### src/rtl/seg7_scan_driver.sv
// seg7_scan_driver
//   Scans the eight common-anode seven-segment digits of a Nexys A7 board
//   from a 32-bit hex value, with per-digit enable, per-digit decimal point
//   and 16-level brightness. New data is held in a shadow register and is
//   copied to the displayed (active) set only at a frame boundary, so a
//   frame never shows a mix of old and new data.
//
// Parameters
//   SCAN_DIV  clock cycles per digit slot (a multiple of 16, >= 16)
//
// Ports
//   CLK      system clock, rising edge
//   RST_N    asynchronous active-low reset
//   VALUE    value to show; digit i shows VALUE[4i+3:4i]
//   DP_IN    decimal points, bit i lights the DP of digit i
//   EN_IN    digit enables, bit i = 0 blanks digit i
//   BRIGHT   brightness 0 (dimmest lit) .. 15 (full), not shadowed
//   LOAD     one-cycle strobe capturing VALUE/DP_IN/EN_IN into the shadow
//   AN       digit anodes, active low
//   SEG      segment cathodes {CG..CA}, active low
//   DP       decimal-point cathode, active low
//   PENDING  shadow data waiting for a frame boundary
//   FRAME    one-cycle pulse after each frame boundary
module seg7_scan_driver #(
  parameter int unsigned SCAN_DIV = 100000
) (
  input  logic        CLK,
  input  logic        RST_N,
  input  logic [31:0] VALUE,
  input  logic [7:0]  DP_IN,
  input  logic [7:0]  EN_IN,
  input  logic [3:0]  BRIGHT,
  input  logic        LOAD,
  output logic [7:0]  AN,
  output logic [6:0]  SEG,
  output logic        DP,
  output logic        PENDING,
  output logic        FRAME
);

  localparam int unsigned SUB_LEN = SCAN_DIV / 16;
  localparam int unsigned CNT_W   = (SCAN_DIV > 1) ? $clog2(SCAN_DIV) : 1;
  localparam int unsigned SUB_W   = (SUB_LEN > 1) ? $clog2(SUB_LEN) : 1;

  logic [CNT_W-1:0] cnt;
  logic [SUB_W-1:0] sub_cnt;
  logic [3:0]       sub;
  logic [2:0]       idx;
  logic             tick;
  logic             sub_step;
  logic             boundary;

  logic [31:0] shadow_val;
  logic [7:0]  shadow_dp;
  logic [7:0]  shadow_en;
  logic [31:0] active_val;
  logic [7:0]  active_dp;
  logic [7:0]  active_en;

  logic        lit;
  logic [3:0]  nibble;

  function automatic logic [6:0] hex7(input logic [3:0] n);
    logic [6:0] s;
    case (n)
      4'h0: s = 7'h40;
      4'h1: s = 7'h79;
      4'h2: s = 7'h24;
      4'h3: s = 7'h30;
      4'h4: s = 7'h19;
      4'h5: s = 7'h12;
      4'h6: s = 7'h02;
      4'h7: s = 7'h78;
      4'h8: s = 7'h00;
      4'h9: s = 7'h10;
      4'hA: s = 7'h08;
      4'hB: s = 7'h03;
      4'hC: s = 7'h46;
      4'hD: s = 7'h21;
      4'hE: s = 7'h06;
      default: s = 7'h0E;
    endcase
    return s;
  endfunction

  assign tick     = (cnt == CNT_W'(SCAN_DIV - 1));
  assign sub_step = (sub_cnt == SUB_W'(SUB_LEN - 1));
  assign boundary = tick && (idx == 3'd7);

  // Subslot is tracked by a second counter that steps every SUB_LEN cycles
  // instead of dividing cnt; both are realigned at each slot tick.
  always_ff @(posedge CLK or negedge RST_N) begin
    if (!RST_N) begin
      cnt     <= '0;
      sub_cnt <= '0;
      sub     <= '0;
      idx     <= '0;
    end else if (tick) begin
      cnt     <= '0;
      sub_cnt <= '0;
      sub     <= '0;
      idx     <= idx + 3'd1;
    end else begin
      cnt <= cnt + CNT_W'(1);
      if (sub_step) begin
        sub_cnt <= '0;
        sub     <= sub + 4'd1;
      end else begin
        sub_cnt <= sub_cnt + SUB_W'(1);
      end
    end
  end

  // A LOAD on the boundary cycle bypasses the shadow and goes straight to
  // the active set, so PENDING never rises for it.
  always_ff @(posedge CLK or negedge RST_N) begin
    if (!RST_N) begin
      shadow_val <= '0;
      shadow_dp  <= '0;
      shadow_en  <= '0;
      active_val <= '0;
      active_dp  <= '0;
      active_en  <= '0;
      PENDING    <= 1'b0;
      FRAME      <= 1'b0;
    end else begin
      FRAME <= boundary;
      if (boundary) begin
        if (LOAD) begin
          active_val <= VALUE;
          active_dp  <= DP_IN;
          active_en  <= EN_IN;
        end else if (PENDING) begin
          active_val <= shadow_val;
          active_dp  <= shadow_dp;
          active_en  <= shadow_en;
        end
        PENDING <= 1'b0;
      end else if (LOAD) begin
        shadow_val <= VALUE;
        shadow_dp  <= DP_IN;
        shadow_en  <= EN_IN;
        PENDING    <= 1'b1;
      end
    end
  end

  always_comb begin
    lit    = active_en[idx] && (sub <= BRIGHT);
    nibble = active_val[{idx, 2'b00} +: 4];
  end

  always_ff @(posedge CLK or negedge RST_N) begin
    if (!RST_N) begin
      AN  <= '1;
      SEG <= '1;
      DP  <= 1'b1;
    end else if (lit) begin
      AN  <= ~(8'h01 << idx);
      SEG <= hex7(nibble);
      DP  <= ~active_dp[idx];
    end else begin
      AN  <= '1;
      SEG <= '1;
      DP  <= 1'b1;
    end
  end

endmodule

### config.mk
export PLATFORM = sky130hd
export DESIGN_NAME = seg7_scan_driver
export DESIGN_NICKNAME = d
export VERILOG_FILES = /design/src/rtl/seg7_scan_driver.sv
export SDC_FILE = /design/constraint.sdc
export NUM_CORES = 1
export LEC_CHECK = 0
export BUFFER_PORTS_ARGS = -buffer_cell sky130_fd_sc_hd__buf_2
export CAP_MARGIN = 20
export CORE_ASPECT_RATIO = 1.4
export CORE_MARGIN = 8
export CORE_UTILIZATION = 63
export DETAILED_ROUTE_END_ITERATION = 12
export MAX_ROUTING_LAYER = met4
export PLACE_DENSITY = 0.84
export SLEW_MARGIN = 20
export SYNTH_ARGS = -nofsm -noshare
export SYNTH_HDL_FRONTEND = slang
export SYNTH_SLANG_ARGS = --single-unit
### constraint.sdc
create_clock -name CLK -period 6.17 [get_ports CLK]
set_input_delay 0.9255 -clock CLK [delete_from_list [all_inputs] [get_ports CLK]]
set_output_delay 0.9255 -clock CLK [all_outputs]
set_load 0.02 [all_outputs]
==> metrics.txt, run 1 <==
setup tns final 0 ps; EDFF count, synth 0; share of the core filled with cells 72.7%; number of standard cells in the layout, taps in and fillers out 814; number of global-route vias before repair 4999; number of design rule violations left after detail routing 0; final max-slew violation count 0; commonest non-fill, non-tap cells in the layout dfrtp_1, nor2_1, buf_2; list of cells traversed by the critical path buf_2 > buf_4 > nor2_1 > and3b_2 > buf_4 > nor2_1 > a21oi_1; Max Clk Rate 0.330 GHz; net count of the finished layout 731; kind of end point of the critical path register; number of distinct standard cells referenced by the synthesized netlist 44; synthesized netlist cell count 591; combinational family with the most area after synthesis multiplexers; DRT iter0 DRCs 243; number of warnings printed during yosys synthesis 0; nets in the synthesized netlist 665; number of buffers inserted for hold repair after clock tree synthesis 0; Worst path top cell family by delay buffers and inverters; type of element launching the critical path input pin; proportion of netlist area held by the largest area contributor 47.7%; fraction of the yosys area taken by sequential cells 53.6%; Finish-stage setup viols 0; Fillers 717; Syn Std Cell Area 7090 um^2; number of nets still failing antenna checks after routing 0; class of the most critical hold timing path register to register; die area 14900 um^2; average wire per cell in the routed design 17.7 um; leakage dissipation 3.82 nW; synthesized-area fraction occupied by xor and xnor cells 3.71%; unrepaired setup endpoints after global routing no; mean post-synth cell area 12.0 um^2; CP required 6500 ps; post-cts gate resize count 0; Final Hold Fails 0; shortest period the worst path allows 3030 ps; fraction of registers with async set/reset 100%; die span in y 142 um; clock-pin slew on the worst setup and hold paths 60 ps; Clock H-tree levels 4; clock latency reported for the late side of the worst-skew pair 420 ps; fraction of the mapped netlist area in compound gates 5.01%; run status finished, final reports clean; routability-driven placement congestion ratio 0.794; most common cell after layout, fill and taps aside dfrtp_1; CTS tree yes; n_diodes 0; power per unit of standard cell area 280 nW/um^2; post-synth top area cell dfrtp_1; synthesis-to-layout area growth 14.5%; ratio of routed vias to standard cells 5.69; main area contributors after synthesis dfrtp_1, mux2i_1, dfstp_2, mux2_2, nor2_1; width of the chip 106 um; crit path DAT 3360 ps; highest ir drop seen on vdd 0.216 mV; initial cell density of the core 63.5%; sink count of the clock tree 151; worst slack at placement 2800 ps; total of flip-flops plus latches after synthesis 151; Relative slew margins 43.2%; Simple-Gate Fraction of Synth Area 10.8%; overall fraction of global-route tracks in use 21.0%; number of buffers added on ports 72; ports placed on the boundary 73; largest driver fanout on the critical path 56; final cycle utilization of the critical path 49.1%; cts bufs inserted 17; Routed Wire Length 14400 um; class of the most critical setup path input pin to register; aggregate global routing overflow 0; buffer and inverter count on the worst path 3; slew at the pin closest to its max-slew limit 853 ps; Clock Root Buffer clkbuf_16; count of standard-cell rows 46; Worst Setup Slack, final 3140 ps; share of layout cells above drive strength 1 29.0%; worst clock skew 12.3 ps; placed cell count 782; post-synthesis adder-cell area fraction 3.35%; wire length of the first global-routing pass 24000 um; number of setup buffers added after CTS 0; number of detailed-route iterations in the first pass 5; area of the core 11200 um^2; antenna violations before repair 0; MaxCap Viol Count 0; most used flip-flop cell after synthesis dfrtp_1; mux cell area share after synthesis 20.1%; Slowest cell on crit path and3b_2; vias after detailed routing 4632; clock buffer depth 2; post-detail-place hpwl 9520 um; critical path's largest stage delay 710 ps; pin count of the biggest net entering global routing 97
-- area by class of cell --
| class | instances | area (um^2) | area share [%] |
|---|---|---|---|
| clock buffers | 18 | 439 | 5.41 |
| inverters | 13 | 48.8 | 0.601 |
| repair buffers | 77 | 404 | 4.98 |
| clock inverters | 14 | 199 | 2.45 |
| flip-flops and latches | 151 | 3800 | 46.8 |
| multi-input cells | 397 | 3050 | 37.5 |
| well taps | 144 | 180 | 2.22 |
-- final timing paths --
check,startpoint,endpoint,slack (ps),depth (start not counted)
worst max-delay path,LOAD,active_val[18]$_DFFE_PN0P_,3140,7
worst min-delay path,cnt[8]$_DFF_PN0_,cnt[8]$_DFF_PN0_,500,1
worst max register to register,cnt[1]$_DFF_PN0_,active_val[18]$_DFFE_PN0P_,3200,9
worst min register to register,cnt[8]$_DFF_PN0_,cnt[8]$_DFF_PN0_,500,1
max in group asynchronous,RST_N,shadow_dp[4]$_DFFE_PN0P_,4320,2
min in group asynchronous,RST_N,sub_cnt[8]$_DFF_PN0_,590,1
-- flip-flops by register name, summed over array words and instances, names as in the netlist --
name / count
active_val: 32
shadow_val: 32
cnt: 17
sub_cnt: 13
AN: 8
active_dp: 8
active_en: 8
shadow_dp: 8
shadow_en: 8
SEG: 7
sub: 4
idx: 3
DP: 1
FRAME: 1
PENDING: 1
-- where the power goes --
| group | switching (mW) | internal, mW |
|---|---|---|
| clock | 0.409 | 0.691 |
| sequential | 0.0173 | 1.02 |
| combinational | 0.0664 | 0.0686 |
-- kinds of logic after synthesis --
| kind of cell | Yosys count |
|---|---|
| adders and majority gates | 19 |
| muxes | 116 |
| buffers and inverters | 43 |
| DFF | 151 |
| xor gates and xnor gates | 30 |
| AOI/OAI and AO/OA | 65 |
| and+or+nand+nor | 167 |
-- cells in the mapped netlist (12+ instances only) --
master and n:
mux2i_1 55, inv_1 12, xnor2_1 16, nand3_1 19
mux2_4 20, xor2_1 14, ha_1 19, mux2_2 31
dfstp_2 16, dfrtp_1 135, nand2_1 33, a21oi_1 50
buf_2 17, nor2_1 84
-- through the flow --
stage	instance area (um^2)	total power [mW]	hold WS, ps
6_report	8120	2.27	496
3_3_place_gp	7480	1.19	476
2_1_floorplan	7090	1.14	455
3_5_place_dp	7480	1.19	480
5_1_grt	8120	2.35	513
4_1_cts	8120	2.29	497
-- metal layers --
metal | global-route usage [%] | wire length [um]
met1 | 22.5 | 5640
met3 | 4.68 | 526
met2 | 36.9 | 7950
met4 | 8.33 | 255
met5 | - | 0
No activity file was read; power rests on OpenSTA's default activity.
==> inputs of run 2 (changes only) <==
--- a/config.mk
+++ b/config.mk
@@ -5,14 +5,15 @@
 export SDC_FILE = /design/constraint.sdc
 export NUM_CORES = 1
 export LEC_CHECK = 0
+export ABC_AREA = 1
 export BUFFER_PORTS_ARGS = -buffer_cell sky130_fd_sc_hd__buf_2
 export CAP_MARGIN = 20
 export CORE_ASPECT_RATIO = 1.4
 export CORE_MARGIN = 8
-export CORE_UTILIZATION = 63
+export CORE_UTILIZATION = 59
 export DETAILED_ROUTE_END_ITERATION = 12
 export MAX_ROUTING_LAYER = met4
-export PLACE_DENSITY = 0.84
+export PLACE_DENSITY = 0.8
 export SLEW_MARGIN = 20
 export SYNTH_ARGS = -nofsm -noshare
 export SYNTH_HDL_FRONTEND = slang
==> constraint.sdc (replaced) <==
create_clock -name CLK -period 2.9 [get_ports CLK]
set_input_delay 0.435 -clock CLK [delete_from_list [all_inputs] [get_ports CLK]]
set_output_delay 0.435 -clock CLK [all_outputs]
set_load 0.02 [all_outputs]
==> metrics.txt, run 2 <==
Worst R2R Setup Slack 850 ps; number of nets still failing antenna checks after routing 0; average wire per cell in the routed design 15.1 um; Max Clk Rate 0.487 GHz; worst clock skew 8.67 ps; die area 16700 um^2; Worst Hold Slack -9.03 ps; count of standard-cell rows 49; worst reg2reg path depth 11; Clock H-tree levels 4; net count of the finished layout 1024; n_diodes 0; Critical Path Sink sub_cnt[6]$_DFF_PN0_; nets in the synthesized netlist 961; total of flip-flops plus latches after synthesis 151; Clock Root Buffer clkbuf_16; number of global-route vias before repair 6255; clock latency reported for the late side of the worst-skew pair 420 ps; number of detailed-route iterations in the first pass 7; post-synth top area cell dfrtp_1; Finish-stage setup viols 0; setup tns final 0 ps; ratio of routed vias to standard cells 5.49; Simple-Gate Fraction of Synth Area 25.6%; crit path DAT 2400 ps; final cycle utilization of the critical path 70.8%; leakage dissipation 4.37 nW; commonest non-fill, non-tap cells in the layout nand2_1, dfrtp_1, nand3_1; fraction of the yosys area taken by sequential cells 50.5%; mux cell area share after synthesis 6.39%; highest ir drop seen on vdd 0.435 mV; post-synthesis adder-cell area fraction 3.16%; aggregate global routing overflow 0; proportion of netlist area held by the largest area contributor 44.9%; biggest registers after layout active_val: 32 flops, shadow_val: 32 flops, cnt: 17 flops; final max-slew violation count 0; number of buffers inserted for hold repair after clock tree synthesis 0; CP required 3250 ps; sink count of the clock tree 151; fraction of registers with async set/reset 100%; ports placed on the boundary 73; crit path from cnt[0]$_DFF_PN0_; power per unit of standard cell area 557 nW/um^2; violations in the final reports hold timing; CTS tree yes; fraction of the mapped netlist area in compound gates 5.17%; share of layout cells above drive strength 1 15.3%; most frequent cell after synthesis nand2_1; antenna violations before repair 0; class of the most critical hold timing path input pin to asynchronous set/reset pin; shortest period the worst path allows 2050 ps; Final Hold Fails 3; synthesis-to-layout area growth 14.4%; MaxCap Viol Count 0; number of setup buffers added after CTS 0; FF-to-FF Start cnt[0]$_DFF_PN0_; cts bufs inserted 17; most used flip-flop cell after synthesis dfrtp_1; type of element launching the critical path register; number of warnings printed during yosys synthesis 0; mean post-synth cell area 8.48 um^2; area post-placement 7970 um^2; commonest cells in the netlist nand2_1, dfrtp_1, nand3_1, inv_1, mux2i_1; slew at the pin closest to its max-slew limit 616 ps; number of design rule violations left after detail routing 0; class of the most critical setup path register to register; routability-driven placement congestion ratio 0.887; synthesized-area fraction occupied by xor and xnor cells 1.63%; clock-pin slew on the worst setup and hold paths 60 ps; combinational family with the most area after synthesis simple AND/OR/NAND/NOR gates; number of buffers added on ports 72; post-detail-place hpwl 11500 um; overall fraction of global-route tracks in use 21.8%; Syn Std Cell Area 7520 um^2; area of the core 12600 um^2; wire length of the first global-routing pass 29000 um; vias after detailed routing 6128; kind of end point of the critical path register; post-cts gate resize count 0; run status complete, but fails checks; EDFF count, synth 0; DRT iter0 DRCs 453; unrepaired setup endpoints after global routing no; width of the chip 111 um; number of distinct standard cells referenced by the synthesized netlist 31; initial cell density of the core 59.6%; die span in y 150 um; main area contributors after synthesis dfrtp_1, nand2_1, nand3_1, mux2i_1, dfstp_2; RR Endpoint sub_cnt[6]$_DFF_PN0_; pin count of the biggest net entering global routing 97; Relative slew margins 59.0%; most common cell after layout, fill and taps aside nand2_1; Routed Wire Length 16800 um; synthesized netlist cell count 887; largest driver fanout on the critical path 11; final cell area excluding filler cells 8600 um^2; clock buffer depth 2
==> run 2: cell types whose count changed in the layout (fill, tap and decap cells not counted), sizes merged, moves of 8 or more <==
cell | before | now
nand2 | 33 | 268
a21oi | 51 | 10
o21ai | 5 | 58
nand3 | 19 | 114
inv | 14 | 89
nor3 | 3 | 11
mux4 | 10 | 0
mux2 | 51 | 0
buf | 77 | 86
xnor2 | 16 | 1
and3 | 8 | 0
nor2 | 84 | 45
==> run 2: cell families (layout without fill, tap and decap cells) <==
| kind of cell | after synthesis | count (layout) |
|---|---|---|
| buf+inv | 128 | 204 |
| flops | 151 | 151 |
| simple gates | 453 | 453 |
| compound gates | 74 | 74 |
| xor+xnor | 14 | 14 |
| mux | 48 | 48 |
| fa+ha+maj | 19 | 19 |
==> run 2: critical path: stages, from the launching register on <==
cell     delay [ps]
dfrtp_1         400
ha_1            240
nand2_2         120
nor2_4           60
inv_2            50
nor2_1           40
nand2_1         140
buf_4           220
inv_1           170
nor2_1          290
inv_1           130
nor2_1          120
==> run 2: where the power goes <==
group,switching [mW],internal (mW)
clock,0.896,1.44
sequential,0.0314,2.17
combinational,0.158,0.104
==> run 2: final cells by class <==
class	count	area, um^2
fill	1008	4030
sequential	151	3800
multi-input combinational	608	3160
timing repair buffer	86	499
clock buffer	20	467
inverter	86	323
tap	153	191
clock inverter	12	164
==> run 2: worst min path at each step <==
| stage | startpoint | endpoint | slack (ps) | cells after the start |
|---|---|---|---|---|
| global route | RST_N | cnt[12]$_DFF_PN0_ | 30 | 1 |
| finish | RST_N | cnt[12]$_DFF_PN0_ | -9 | 1 |
| CTS | RST_N | cnt[8]$_DFF_PN0_ | 6 | 1 |
| detailed placement | RST_N | cnt[12]$_DFF_PN0_ | 460 | 1 |
| floorplan | RST_N | FRAME$_DFF_PN0_ | 140 | 0 |
| global placement | cnt[0]$_DFF_PN0_ | cnt[0]$_DFF_PN0_ | 450 | 1 |
==> run 2: metal layers <==
layer | track usage (%) | wire [um] | share of wire [%] | up-vias
li1 | - | - | - | 2993
met1 | 24.0 | 7000 | 42 | 2943
met2 | 37.3 | 8740 | 52 | 156
met3 | 4.45 | 631 | 3.7 | 36
met4 | 10.2 | 466 | 2.8 | 0
met5 | - | 0 | 0 | -
==> run 2: metrics by stage <==
step                      instances  setup WS, ps  hold slack (ps)  total power [mW]  util [%]
after global placement         1084           894              450              2.49      63.1
after detailed placement       1084           845              458              2.50      63.1
final                          1116           848            -9.03              4.79      68.1
after floorplan                 887          1100              139              2.37         -
after CTS                      1116           841             5.67              4.83      68.1
after global routing           1116           685             31.5              4.95      68.1
